===== config.mk =====
export PLATFORM = sky130hd
export DESIGN_NAME = instr_fetch_unit_flat
export DESIGN_NICKNAME = d
export VERILOG_FILES = /design/src/rtl/ifu_pkg.sv /design/src/rtl/instr_fetch_unit_if.sv /design/src/rtl/ifu_fifo.sv /design/src/rtl/instr_fetch_unit.sv /design/src/flat_wrapper.sv
export SDC_FILE = /design/constraint.sdc
export NUM_CORES = 1
export LEC_CHECK = 0
export BUFFER_PORTS_ARGS = -buffer_cell sky130_fd_sc_hd__buf_2
export CELL_PAD_IN_SITES_DETAIL_PLACEMENT = 0
export CELL_PAD_IN_SITES_GLOBAL_PLACEMENT = 1
export CORE_MARGIN = 2
export CORE_UTILIZATION = 28
export DETAILED_ROUTE_END_ITERATION = 10
export PLACE_DENSITY = 0.47
export SKIP_LAST_GASP = 1
export SYNTH_ARGS = -nofsm -noshare
export SYNTH_HDL_FRONTEND = slang
export SYNTH_SLANG_ARGS = --single-unit

===== constraint.sdc =====
create_clock -name clk -period 4.23 [get_ports clk]
set_input_delay 0.846 -clock clk [delete_from_list [all_inputs] [get_ports clk]]
set_output_delay 0.846 -clock clk [all_outputs]
set_load 0.005 [all_outputs]

===== src/rtl/ifu_pkg.sv =====
// Shared constants, FSM state type and helpers for the instruction fetch unit.
package ifu_pkg;

  localparam int unsigned ADDR_W_DEF     = 8;
  localparam int unsigned WORD_W         = 32;
  localparam int unsigned BYTES_PER_WORD = 4;

  typedef enum logic [0:0] {
    S_FETCH = 1'b0,
    S_STALL = 1'b1
  } fetch_state_e;

  // Big-endian assembly: earlier bytes migrate toward bit 31 as later ones arrive.
  function automatic logic [WORD_W-1:0] shift_in_byte(input logic [WORD_W-1:0] word,
                                                      input logic [7:0]        b);
    return {word[WORD_W-9:0], b};
  endfunction

endpackage


===== src/rtl/instr_fetch_unit_if.sv =====
// Instruction-memory, datapath handshake and redirect signals of the fetch unit.
// master: the fetch unit side; slave: memory/datapath side.
interface instr_fetch_unit_if
  import ifu_pkg::*;
#(
  parameter int unsigned ADDR_W = ADDR_W_DEF
);
  logic              imem_rd;
  logic [ADDR_W-1:0] imem_addr;
  logic [7:0]        imem_rdata;
  logic              instr_valid;
  logic              instr_ready;
  logic [WORD_W-1:0] instr;
  logic [ADDR_W-1:0] instr_pc;
  logic              redirect;
  logic [ADDR_W-1:0] redirect_pc;

  modport master (
    output imem_rd, imem_addr, instr_valid, instr, instr_pc,
    input  imem_rdata, instr_ready, redirect, redirect_pc
  );

  modport slave (
    input  imem_rd, imem_addr, instr_valid, instr, instr_pc,
    output imem_rdata, instr_ready, redirect, redirect_pc
  );
endinterface


===== src/rtl/ifu_fifo.sv =====
// Small synchronous FIFO with flush, registered count and combinational head.
module ifu_fifo #(
  parameter int unsigned Width = 40,
  parameter int unsigned Depth = 2
) (
  input  logic                         clk,
  input  logic                         rst_n,
  input  logic                         flush_i,
  input  logic                         push_i,
  input  logic [Width-1:0]             wdata_i,
  input  logic                         pop_i,
  output logic [Width-1:0]             rdata_o,
  output logic                         valid_o,
  output logic [$clog2(Depth+1)-1:0]   count_o
);

  localparam int unsigned PtrW = (Depth > 1) ? $clog2(Depth) : 1;
  localparam int unsigned CntW = $clog2(Depth + 1);

  logic [Width-1:0] mem_q [Depth];
  logic [PtrW-1:0]  wr_ptr_q, wr_ptr_d;
  logic [PtrW-1:0]  rd_ptr_q, rd_ptr_d;
  logic [CntW-1:0]  count_q, count_d;
  logic             do_push, do_pop;

  function automatic logic [PtrW-1:0] ptr_inc(input logic [PtrW-1:0] p);
    return (p == PtrW'(Depth - 1)) ? '0 : p + PtrW'(1);
  endfunction

  assign do_pop  = pop_i && (count_q != '0);
  assign do_push = push_i && ((count_q != CntW'(Depth)) || do_pop);

  // Pointer and occupancy next-state; flush overrides any push or pop.
  always_comb begin
    wr_ptr_d = wr_ptr_q;
    rd_ptr_d = rd_ptr_q;
    count_d  = count_q;
    if (flush_i) begin
      wr_ptr_d = '0;
      rd_ptr_d = '0;
      count_d  = '0;
    end else begin
      if (do_push) wr_ptr_d = ptr_inc(wr_ptr_q);
      if (do_pop)  rd_ptr_d = ptr_inc(rd_ptr_q);
      if (do_push && !do_pop)      count_d = count_q + CntW'(1);
      else if (!do_push && do_pop) count_d = count_q - CntW'(1);
    end
  end

  // Pointer and count registers.
  always_ff @(posedge clk or negedge rst_n) begin
    if (!rst_n) begin
      wr_ptr_q <= '0;
      rd_ptr_q <= '0;
      count_q  <= '0;
    end else begin
      wr_ptr_q <= wr_ptr_d;
      rd_ptr_q <= rd_ptr_d;
      count_q  <= count_d;
    end
  end

  // Storage array; cleared on reset so the head reads zero before any push.
  always_ff @(posedge clk or negedge rst_n) begin
    if (!rst_n) begin
      for (int i = 0; i < int'(Depth); i++) mem_q[i] <= '0;
    end else if (do_push && !flush_i) begin
      mem_q[wr_ptr_q] <= wdata_i;
    end
  end

  assign rdata_o = mem_q[rd_ptr_q];
  assign valid_o = (count_q != '0);
  assign count_o = count_q;

endmodule


===== src/rtl/instr_fetch_unit.sv =====
// Instruction fetch unit: reads byte-wide instruction memory, assembles big-endian
// 32-bit words, buffers them with their PC and hands them out over valid/ready.
// Redirects flush buffered words, the partial word and any in-flight read.
// Optional: define IFU_STALL_CNT_EN to add the stall_cnt output (cycles where the
// datapath was ready but no word was available, excluding redirect cycles).
module instr_fetch_unit
  import ifu_pkg::*;
#(
  parameter int unsigned ADDR_W = ADDR_W_DEF,
  parameter int unsigned DEPTH  = 2
) (
  input  logic               clk,
  input  logic               rst_n,
  instr_fetch_unit_if.master bus
`ifdef IFU_STALL_CNT_EN
  ,
  output logic [15:0]        stall_cnt
`endif
);

  localparam int unsigned EntryW = WORD_W + ADDR_W;
  localparam int unsigned CntW   = $clog2(DEPTH + 1);

  fetch_state_e      state_q, state_d;
  logic [ADDR_W-1:0] fetch_pc_q, fetch_pc_d;
  logic [1:0]        byte_cnt_q, byte_cnt_d;
  logic              rd_pend_q, rd_pend_d;
  logic              drop_q, drop_d;
  logic              asm_q, asm_d;
  logic [1:0]        cap_cnt_q, cap_cnt_d;
  logic [WORD_W-1:0] word_q, word_d;
  logic [ADDR_W-1:0] word_pc_q, word_pc_d;
  logic [WORD_W-1:0] hold_instr_q;
  logic [ADDR_W-1:0] hold_pc_q;

  logic              may_start;
  logic              capture;
  logic              push;
  logic              pop;
  logic [EntryW-1:0] fifo_head;
  logic              fifo_valid;
  logic [CntW-1:0]   fifo_count;

  // Read strobe and byte address follow the fetch state; silent while in reset.
  always_comb begin
    bus.imem_rd   = rst_n && (state_q == S_FETCH);
    bus.imem_addr = fetch_pc_q + ADDR_W'(byte_cnt_q);
  end

  // A new word may start only if its push is guaranteed a free FIFO slot.
  assign may_start = (int'(fifo_count) + int'(asm_q)) < int'(DEPTH);

  // Fetch FSM next-state: byte issue sequencing, stall and redirect.
  always_comb begin
    state_d    = state_q;
    fetch_pc_d = fetch_pc_q;
    byte_cnt_d = byte_cnt_q;
    if (bus.redirect) begin
      state_d    = S_FETCH;
      fetch_pc_d = {bus.redirect_pc[ADDR_W-1:2], 2'b00};
      byte_cnt_d = '0;
    end else begin
      unique case (state_q)
        S_FETCH: begin
          byte_cnt_d = byte_cnt_q + 2'd1;
          if (byte_cnt_q == 2'd3) begin
            fetch_pc_d = fetch_pc_q + ADDR_W'(BYTES_PER_WORD);
            byte_cnt_d = '0;
            if (!may_start) state_d = S_STALL;
          end
        end
        S_STALL: begin
          if (may_start) state_d = S_FETCH;
        end
        default: state_d = S_FETCH;
      endcase
    end
  end

  // Capture path: track outstanding reads, shift in returned bytes, push on the 4th.
  always_comb begin
    rd_pend_d = bus.imem_rd;
    // A read issued in a redirect cycle returns data for the abandoned stream.
    drop_d    = bus.redirect && bus.imem_rd;
    capture   = rd_pend_q && !drop_q && !bus.redirect;
    push      = capture && (cap_cnt_q == 2'd3);
    word_d    = word_q;
    cap_cnt_d = cap_cnt_q;
    word_pc_d = word_pc_q;
    asm_d     = asm_q;
    if (capture) begin
      word_d    = shift_in_byte(word_q, bus.imem_rdata);
      cap_cnt_d = cap_cnt_q + 2'd1;
    end
    // Issuing byte 0 of the next word can coincide with pushing the previous one.
    if (bus.imem_rd && (byte_cnt_q == 2'd0)) begin
      asm_d     = 1'b1;
      word_pc_d = fetch_pc_q;
    end else if (push) begin
      asm_d = 1'b0;
    end
    if (bus.redirect) begin
      cap_cnt_d = '0;
      asm_d     = 1'b0;
    end
  end

  // Fetch and assembly state registers.
  always_ff @(posedge clk or negedge rst_n) begin
    if (!rst_n) begin
      state_q    <= S_FETCH;
      fetch_pc_q <= '0;
      byte_cnt_q <= '0;
      rd_pend_q  <= 1'b0;
      drop_q     <= 1'b0;
      asm_q      <= 1'b0;
      cap_cnt_q  <= '0;
      word_q     <= '0;
      word_pc_q  <= '0;
    end else begin
      state_q    <= state_d;
      fetch_pc_q <= fetch_pc_d;
      byte_cnt_q <= byte_cnt_d;
      rd_pend_q  <= rd_pend_d;
      drop_q     <= drop_d;
      asm_q      <= asm_d;
      cap_cnt_q  <= cap_cnt_d;
      word_q     <= word_d;
      word_pc_q  <= word_pc_d;
    end
  end

  // A pop coinciding with a redirect is discarded along with everything else.
  assign pop = fifo_valid && bus.instr_ready && !bus.redirect;

  ifu_fifo #(
    .Width (EntryW),
    .Depth (DEPTH)
  ) u_fifo (
    .clk     (clk),
    .rst_n   (rst_n),
    .flush_i (bus.redirect),
    .push_i  (push),
    .wdata_i ({word_d, word_pc_q}),
    .pop_i   (pop),
    .rdata_o (fifo_head),
    .valid_o (fifo_valid),
    .count_o (fifo_count)
  );

  // Remember the last presented word so instr/instr_pc stay put while invalid.
  always_ff @(posedge clk or negedge rst_n) begin
    if (!rst_n) begin
      hold_instr_q <= '0;
      hold_pc_q    <= '0;
    end else if (fifo_valid) begin
      hold_instr_q <= fifo_head[EntryW-1 -: WORD_W];
      hold_pc_q    <= fifo_head[ADDR_W-1:0];
    end
  end

  // Datapath-facing outputs.
  always_comb begin
    bus.instr_valid = fifo_valid;
    bus.instr       = fifo_valid ? fifo_head[EntryW-1 -: WORD_W] : hold_instr_q;
    bus.instr_pc    = fifo_valid ? fifo_head[ADDR_W-1:0] : hold_pc_q;
  end

`ifdef IFU_STALL_CNT_EN
  logic [15:0] stall_cnt_q;

  // Saturating count of cycles the datapath waited on an empty FIFO.
  always_ff @(posedge clk or negedge rst_n) begin
    if (!rst_n) begin
      stall_cnt_q <= '0;
    end else if (bus.instr_ready && !fifo_valid && !bus.redirect &&
                 (stall_cnt_q != 16'hFFFF)) begin
      stall_cnt_q <= stall_cnt_q + 16'd1;
    end
  end

  assign stall_cnt = stall_cnt_q;
`endif

endmodule


===== src/flat_wrapper.sv =====
// flat-port wrapper written by rule: the top's interface ports become plain ports
module instr_fetch_unit_flat import ifu_pkg::*;
#(
  parameter int unsigned ADDR_W = ADDR_W_DEF,
  parameter int unsigned DEPTH  = 2
)
  (clk, rst_n, bus_imem_rd, bus_imem_addr, bus_instr_valid, bus_instr, bus_instr_pc, bus_imem_rdata, bus_instr_ready, bus_redirect, bus_redirect_pc);
  instr_fetch_unit_if #(.ADDR_W(ADDR_W)) bus_i ();
  input  logic clk;
  input  logic rst_n;
  output wire logic [$bits(bus_i.imem_rd)-1:0] bus_imem_rd;
  output wire logic [$bits(bus_i.imem_addr)-1:0] bus_imem_addr;
  output wire logic [$bits(bus_i.instr_valid)-1:0] bus_instr_valid;
  output wire logic [$bits(bus_i.instr)-1:0] bus_instr;
  output wire logic [$bits(bus_i.instr_pc)-1:0] bus_instr_pc;
  input wire logic [$bits(bus_i.imem_rdata)-1:0] bus_imem_rdata;
  input wire logic [$bits(bus_i.instr_ready)-1:0] bus_instr_ready;
  input wire logic [$bits(bus_i.redirect)-1:0] bus_redirect;
  input wire logic [$bits(bus_i.redirect_pc)-1:0] bus_redirect_pc;
  assign bus_imem_rd = bus_i.imem_rd;
  assign bus_imem_addr = bus_i.imem_addr;
  assign bus_instr_valid = bus_i.instr_valid;
  assign bus_instr = bus_i.instr;
  assign bus_instr_pc = bus_i.instr_pc;
  assign bus_i.imem_rdata = bus_imem_rdata;
  assign bus_i.instr_ready = bus_instr_ready;
  assign bus_i.redirect = bus_redirect;
  assign bus_i.redirect_pc = bus_redirect_pc;
  instr_fetch_unit #(.ADDR_W(ADDR_W), .DEPTH(DEPTH)) u_core (.clk(clk), .rst_n(rst_n), .bus(bus_i));
endmodule

# Word-level counts from Yosys, hierarchy flattened

Cells that the tools add are included.

Memories: 0
RAM bits: 0
Bits in read-only memories: 0
Flip-flop bits (word level): 180
Word-level logic and storage cells: 97
Bits in latches: 0

Add/sub/neg operators: 9
Multipliers: 0
Equal/unequal tests: 4
Divide/modulo/power cells: 0
Shift-type cells: 0
Order comparisons: 4
Bitwise operators: 3
Reduce and logical (&&, ||, !) cells: 28
Muxes and demuxes: 33

Operator list:

| operator            | number |
|---|---|
| $mux 40             | 4 |
| $bwmux 80           | 1 |
| $mux 32             | 2 |
| $demux 40 s1        | 1 |
| $lt 32x3->1 const B | 1 |
| $mux 8              | 4 |
| $mux 2              | 8 |
| $logic_and 1x1->1   | 14 |
| $mux 1              | 12 |
| $reduce_bool 2->1   | 5 |
| $add 8x2->8         | 1 |
| $add 8x3->8 const B | 1 |
| $add 2x1->2 const B | 3 |
| $reduce_bool 3->1   | 2 |
| $eq 2x2->1 const B  | 2 |
| $ge 2x2->1 const B  | 2 |
| $logic_not 1->1     | 4 |
| $ne 2x2->1 const B  | 2 |
| $not 1->2           | 2 |
| $add 2x1->3         | 1 |
| $add 1x1->1 const B | 2 |
| $logic_not 2->1     | 1 |
| $lt 2x1->1 const B  | 1 |
| $pmux 1 s2          | 1 |
| other kinds (4)     | 4 |

# Depth between registers and ports, before layout

Word-level depth: 11
Gate-level depth with buffers: 8

# Modules after synthesis

A second synthesis with hierarchy kept.

Cells, all modules: 486
Area, all modules: 7524.7 um2

Modules (own cells, without submodules):

| module           | instances | cells an instance | seq. area each (um2) | area each (um2) |
|---|---|---|---|---|
| ifu_fifo         | 1         | 239               | 2102.0               | 3867.5 |
| instr_fetch_unit | 1         | 247               | 2302.2               | 3657.3 |

# Worst setup path before layout

No wires, ideal clock.

Path kind: in2reg
Start: input bus_redirect
End: register u_core.u_fifo.mem_q[42] in the netlist's numbering
Arrival: 2093 ps
Path buffers: 4
Required time: 4103 ps
Path slack: 2010 ps
Cell stages on the path: 7
Cell sequence: buf_2 nor3b_1 buf_2 and4_4 buf_6 buf_6 mux2_1

Cells in the longest elaborated chain, start to end: 6
Elaborated cells between the ends (all ways): 8

Ends and longest elaborated chain:

| what                           | line                                                            | RTL |
|---|---|---|
| start: declaration             | flat_wrapper.sv:18                                              | `input wire logic [$bits(bus_i.redirect)-1:0] bus_redirect;` |
| $logic_not 1->1 *              | ifu_fifo.sv:67, instr_fetch_unit.sv:85, instr_fetch_unit.sv:134 |  |
| $logic_and 1x1->1              | instr_fetch_unit.sv:134                                         | `assign pop = fifo_valid && bus.instr_ready && !bus.redirect;` |
| $logic_and 1x1->1              | ifu_fifo.sv:30                                                  | `assign do_pop = pop_i && (count_q != '0);` |
| $logic_or 1x1->1               | ifu_fifo.sv:31                                                  | `assign do_push = push_i && ((count_q != CntW'(Depth)) \|\| do_pop);` |
| $logic_and 1x1->1              | ifu_fifo.sv:31                                                  |  |
| $logic_and 1x1->1 *            | ifu_fifo.sv:67                                                  | `end else if (do_push && !flush_i) begin` |
| end signal: indexed assignment | ifu_fifo.sv:68                                                  | `mem_q[wr_ptr_q] <= wdata_i;` |
| end: declaration               | ifu_fifo.sv:20                                                  | `logic [Width-1:0] mem_q [Depth];` |

Mark *: on every way between the ends. The rest lies on a longest branch, timed or not.
A chain may end at the register's enable or synchronous reset.

# Worst setup path in the final report

Start: register u_core.u_fifo.rd_ptr_q
End: output bus_instr[15]

Cells in the longest elaborated chain, start to end: 5

Ends and longest elaborated chain:

| what                                        | line                    | RTL |
|---|---|---|
| start: declaration                          | ifu_fifo.sv:22          | `logic [PtrW-1:0] rd_ptr_q, rd_ptr_d;` |
| start signal: assignment                    | ifu_fifo.sv:58          | `rd_ptr_q <= rd_ptr_d;` |
| $not 1->2 (implied by the code)             | ifu_fifo.sv:72          | `assign rdata_o = mem_q[rd_ptr_q];` |
| $mux 40 (implied by the code) (3 in series) | ifu_fifo.sv:72          |  |
| $mux 32                                     | instr_fetch_unit.sv:165 | `bus.instr = fifo_valid ? fifo_head[EntryW-1 -: WORD_W] : hold_instr_q;` |
| end: declaration                            | flat_wrapper.sv:14      | `output wire logic [$bits(bus_i.instr)-1:0] bus_instr;` |

No other way between the ends. The select of a mux whose other input is x is not followed.

==> metrics.md <==
| Metric | Value |
|---|---|
| Status | `complete, no violations` |
| Gpl congestion | `0.689` |
| Commonest non-fill, non-tap cell in the layout | `dfrtp_1` |
| CTS H-tree depth | `4` |
| Reg clk slew, reported paths | `0.06 ns` |
| Sequential fraction of the synthesis area | `59.5%` |
| Most frequent cells in the layout | `dfrtp_1 (171), mux2i_1 (137), inv_1 (102)` |
| Critical path class | `reg2out` |
| Clk sinks | `172` |
| Initial antenna violation count | `0` |
| Switching part of the total | `26.1%` |
| FF-to-FF path depth | `5` |
| Mapped Area | `0.00723 mm^2` |
| Post-CTS Resized | `0` |
| Die area | `0.0271 mm^2` |
| Internal power | `3.23 mW` |
| Dpl hpwl | `9780 um` |
| RSZ-0062 raised after global routing | `false` |
| Avg Vias per Cell | `4.23` |
| Placed instance area | `0.00789 mm^2` |
| CP endpoint kind | `output pin` |
| Worst skew pair latency | `0.42 ns` |
| Vias in the first global route | `4653` |
| Worst hold-check path type | `in2async` |
| Post CTS Setup Buffer Count | `0` |
| Post-Syn Instances | `612` |
| Final WL | `15000 um` |
| Total CTS buffers | `17` |
| Total track usage | `12.0%` |
| Avg Inst Size Synth | `11.8 um^2` |
| # rows | `58` |
| Layout cell share with drive strength beyond 1 | `17.8%` |
| Met2 usage | `20.3%` |
| Xor-xnor portion of the synthesized cell area | `0.606%` |
| Post-synth cell types | `35` |
| Reg power frac | `47.6%` |
| Initial core utilization | `28.6%` |
| Met1 usage | `15.0%` |
| Post-synthesis simple-gate area fraction | `5.61%` |
| # setup viols final | `0` |
| Clk buf depth | `2` |
| WL per Instance | `14.8 um` |
| Fmax | `0.324 GHz` |
| Initial DRC Count | `174` |
| Worst-path maximum fanout | `24` |
| Clk root buf | `clkbuf_16` |
| Fin crit share | `72.9%` |
| Combinational Power Share | `14.1%` |
| Post-route ant nets | `0` |
| Area Overhead vs Synth | `17.8%` |
| Max_slew headroom | `43.7%` |
| CP max stage delay | `0.92 ns` |
| Global-route wire length before repair | `24800 um` |
| Multiplexer share of the synthesized area | `21.8%` |
| Max cap viols | `0` |
| Worst Max-Slew Pin Slew | `0.845 ns` |
| Core area | `0.0253 mm^2` |
| Cells along the critical path | `buf_4, mux2i_1, o21ai_0, buf_2` |
| Hold_buf cts | `0` |
| Grt ovf | `0` |
| PD cells | `513 mW/mm^2` |
| Vias after detailed routing | `4269` |
| Count of pins over their slew limit | `0` |
| Met3 global-route usage | `2.91%` |
| Compound-Gate Fraction of Synth Area | `3.86%` |
| Adder and majority cell fraction of the synthesized area | `0.692%` |
| Critical path data required time | `3.38 ns` |
| Die height | `165 um` |
| Worst VDD drop | `217 uV` |
| Largest net degree at the start of global routing | `125` |
| Sum Neg Setup Slack | `0 ns` |
| Min Clock Period, post-route | `3.08 ns` |
| 1st-pass router iterations | `4` |
| Synthesized Nets | `636` |
| DRC viols | `0` |
| Startpoint Class | `flop` |
| Slowest library cell on the worst path | `dfrtp_2` |
| TritonCTS clock tree | `built` |
| Number of port buffers | `67` |
| Sw Pwr | `1.14 mW` |
| Num ports | `70` |
| WP data arrival | `2.24 ns` |
| Final Hold Violating Endpoints | `0` |
| Yosys warns | `0` |
| Post-route cell area | `0.00852 mm^2` |
| Pleak | `4.43 nW` |
| Chip Width | `165 um` |
| Clock Skew | `0.00992 ns` |
| Layout net count | `692` |
| Combinational family with the most area after synthesis | `multiplexers` |
| Most Used Layer, Global Route | `met2` |
| Clock share of power | `38.3%` |
| Post-synthesis register bit count | `172` |
| # diodes | `0` |
[through the flow]
| step | worst slack, ns | total power [mW] | hold WS [ns] | std cells | util [%] |
|---|---|---|---|---|---|
| after detailed placement | 1.25 | 2.76 | 0.463 | 979 | 31.2 |
| after global routing | 0.923 | 4.64 | 0.397 | 1009 | 33.7 |
| after floorplan | 2.01 | 2.45 | 0.457 | 612 | - |
| after global placement | 1.32 | 2.73 | 0.463 | 979 | 31.2 |
| after CTS | 1.03 | 4.46 | 0.382 | 1009 | 33.7 |
| final | 1.15 | 4.37 | 0.375 | 1009 | 33.7 |
[registers in the layout (all words and copies together), names as in the netlist, 2 cells and up]
register,flops
u_core.word_q,32
u_core.fetch_pc_q,6
u_core.byte_cnt_q,2
u_core.cap_cnt_q,2
u_core.u_fifo.mem_q,76
u_core.word_pc_q,6
u_core.u_fifo.count_o,2
u_core.hold_pc_q,8
u_core.hold_instr_q,32
[worst paths after layout]
| check | from | endpoint | slack (ns) |
|---|---|---|---|
| worst min-delay path | rst_n | u_core.word_q[16] | 0.37 |
| min in group clk | u_core.hold_pc_q[0] | u_core.hold_pc_q[0] | 0.47 |
| worst max-delay path | u_core.u_fifo.rd_ptr_q | bus_instr[15] | 1.15 |
| worst min register to register | u_core.hold_pc_q[0] | u_core.hold_pc_q[0] | 0.47 |
| worst max register to register | u_core.u_fifo.count_o[0] | u_core.u_fifo.mem_q[15] | 1.82 |
| max in group asynchronous | rst_n | u_core.hold_instr_q[21] | 2.75 |
[cells in the mapped netlist]
library cell,instances,area share [%]
mux2_2,12,1.9
nand4_1,1,0.087
o21ai_0,42,2.9
and2_1,4,0.35
nor3_1,2,0.14
and4_4,1,0.16
dfrtp_1,172,60
clkbuf_1,20,1.0
xnor2_1,2,0.24
xor2_1,3,0.36
nand2_1,44,2.3
inv_1,102,5.3
ha_1,4,0.69
or2_2,1,0.087
and3b_1,2,0.24
nand2b_1,3,0.26
a21oi_1,5,0.35
nor2_1,11,0.57
a311o_1,1,0.14
and3_1,3,0.26
mux2i_1,137,19
nor2b_1,4,0.35
nand3_1,4,0.28
nand3b_1,1,0.10
a211oi_1,1,0.10
a311oi_1,1,0.12
and4b_1,1,0.14
nor3b_1,1,0.10
or3b_1,1,0.12
mux2_1,6,0.93
buf_4,5,0.52
buf_6,3,0.47
a211o_1,2,0.24
nor4_1,1,0.087
buf_2,9,0.62
[critical path, delay by kind of cell (launching register included)]
family | cells | cell delay (ns)
compound gates | 1 | 0.28
flops | 1 | 0.92
buf+inv | 2 | 0.53
mux | 1 | 0.09
[cell type report]
type                    instances  area (um^2)
clock buffers                  20          467
clock inverters                10          164
fillers                      2560        16700
inverters                     102          383
multi-input cells             301         2360
flip-flops and latches        172         4310
well taps                     330          413
repair buffers                 74          419
[power by group through the flow]
stage          sequential [mW]  clock [mW]  combinational [mW]
2_1_floorplan             2.06           0               0.389
3_3_place_gp              2.11           0               0.620
3_5_place_dp              2.12           0               0.640
4_1_cts                   2.09        1.73               0.643
5_1_grt                   2.12        1.80               0.724
6_report                  2.08        1.67               0.616
[routing by layer]
layer / wire length (um) / share of wire [%]
met1: 6820 / 46
met2: 7430 / 50
met3: 527 / 3.5
met4: 210 / 1.4
met5: 0 / 0
[cells by family (layout without fill, tap and decap cells)]
logic type	count (synthesis)	count (layout)
compound gates	52	52
xor+xnor	5	5
fa+ha+maj	4	4
buf+inv	139	206
flops	172	172
mux	155	155
simple gates	85	85
(Power assumes the default switching activity.)
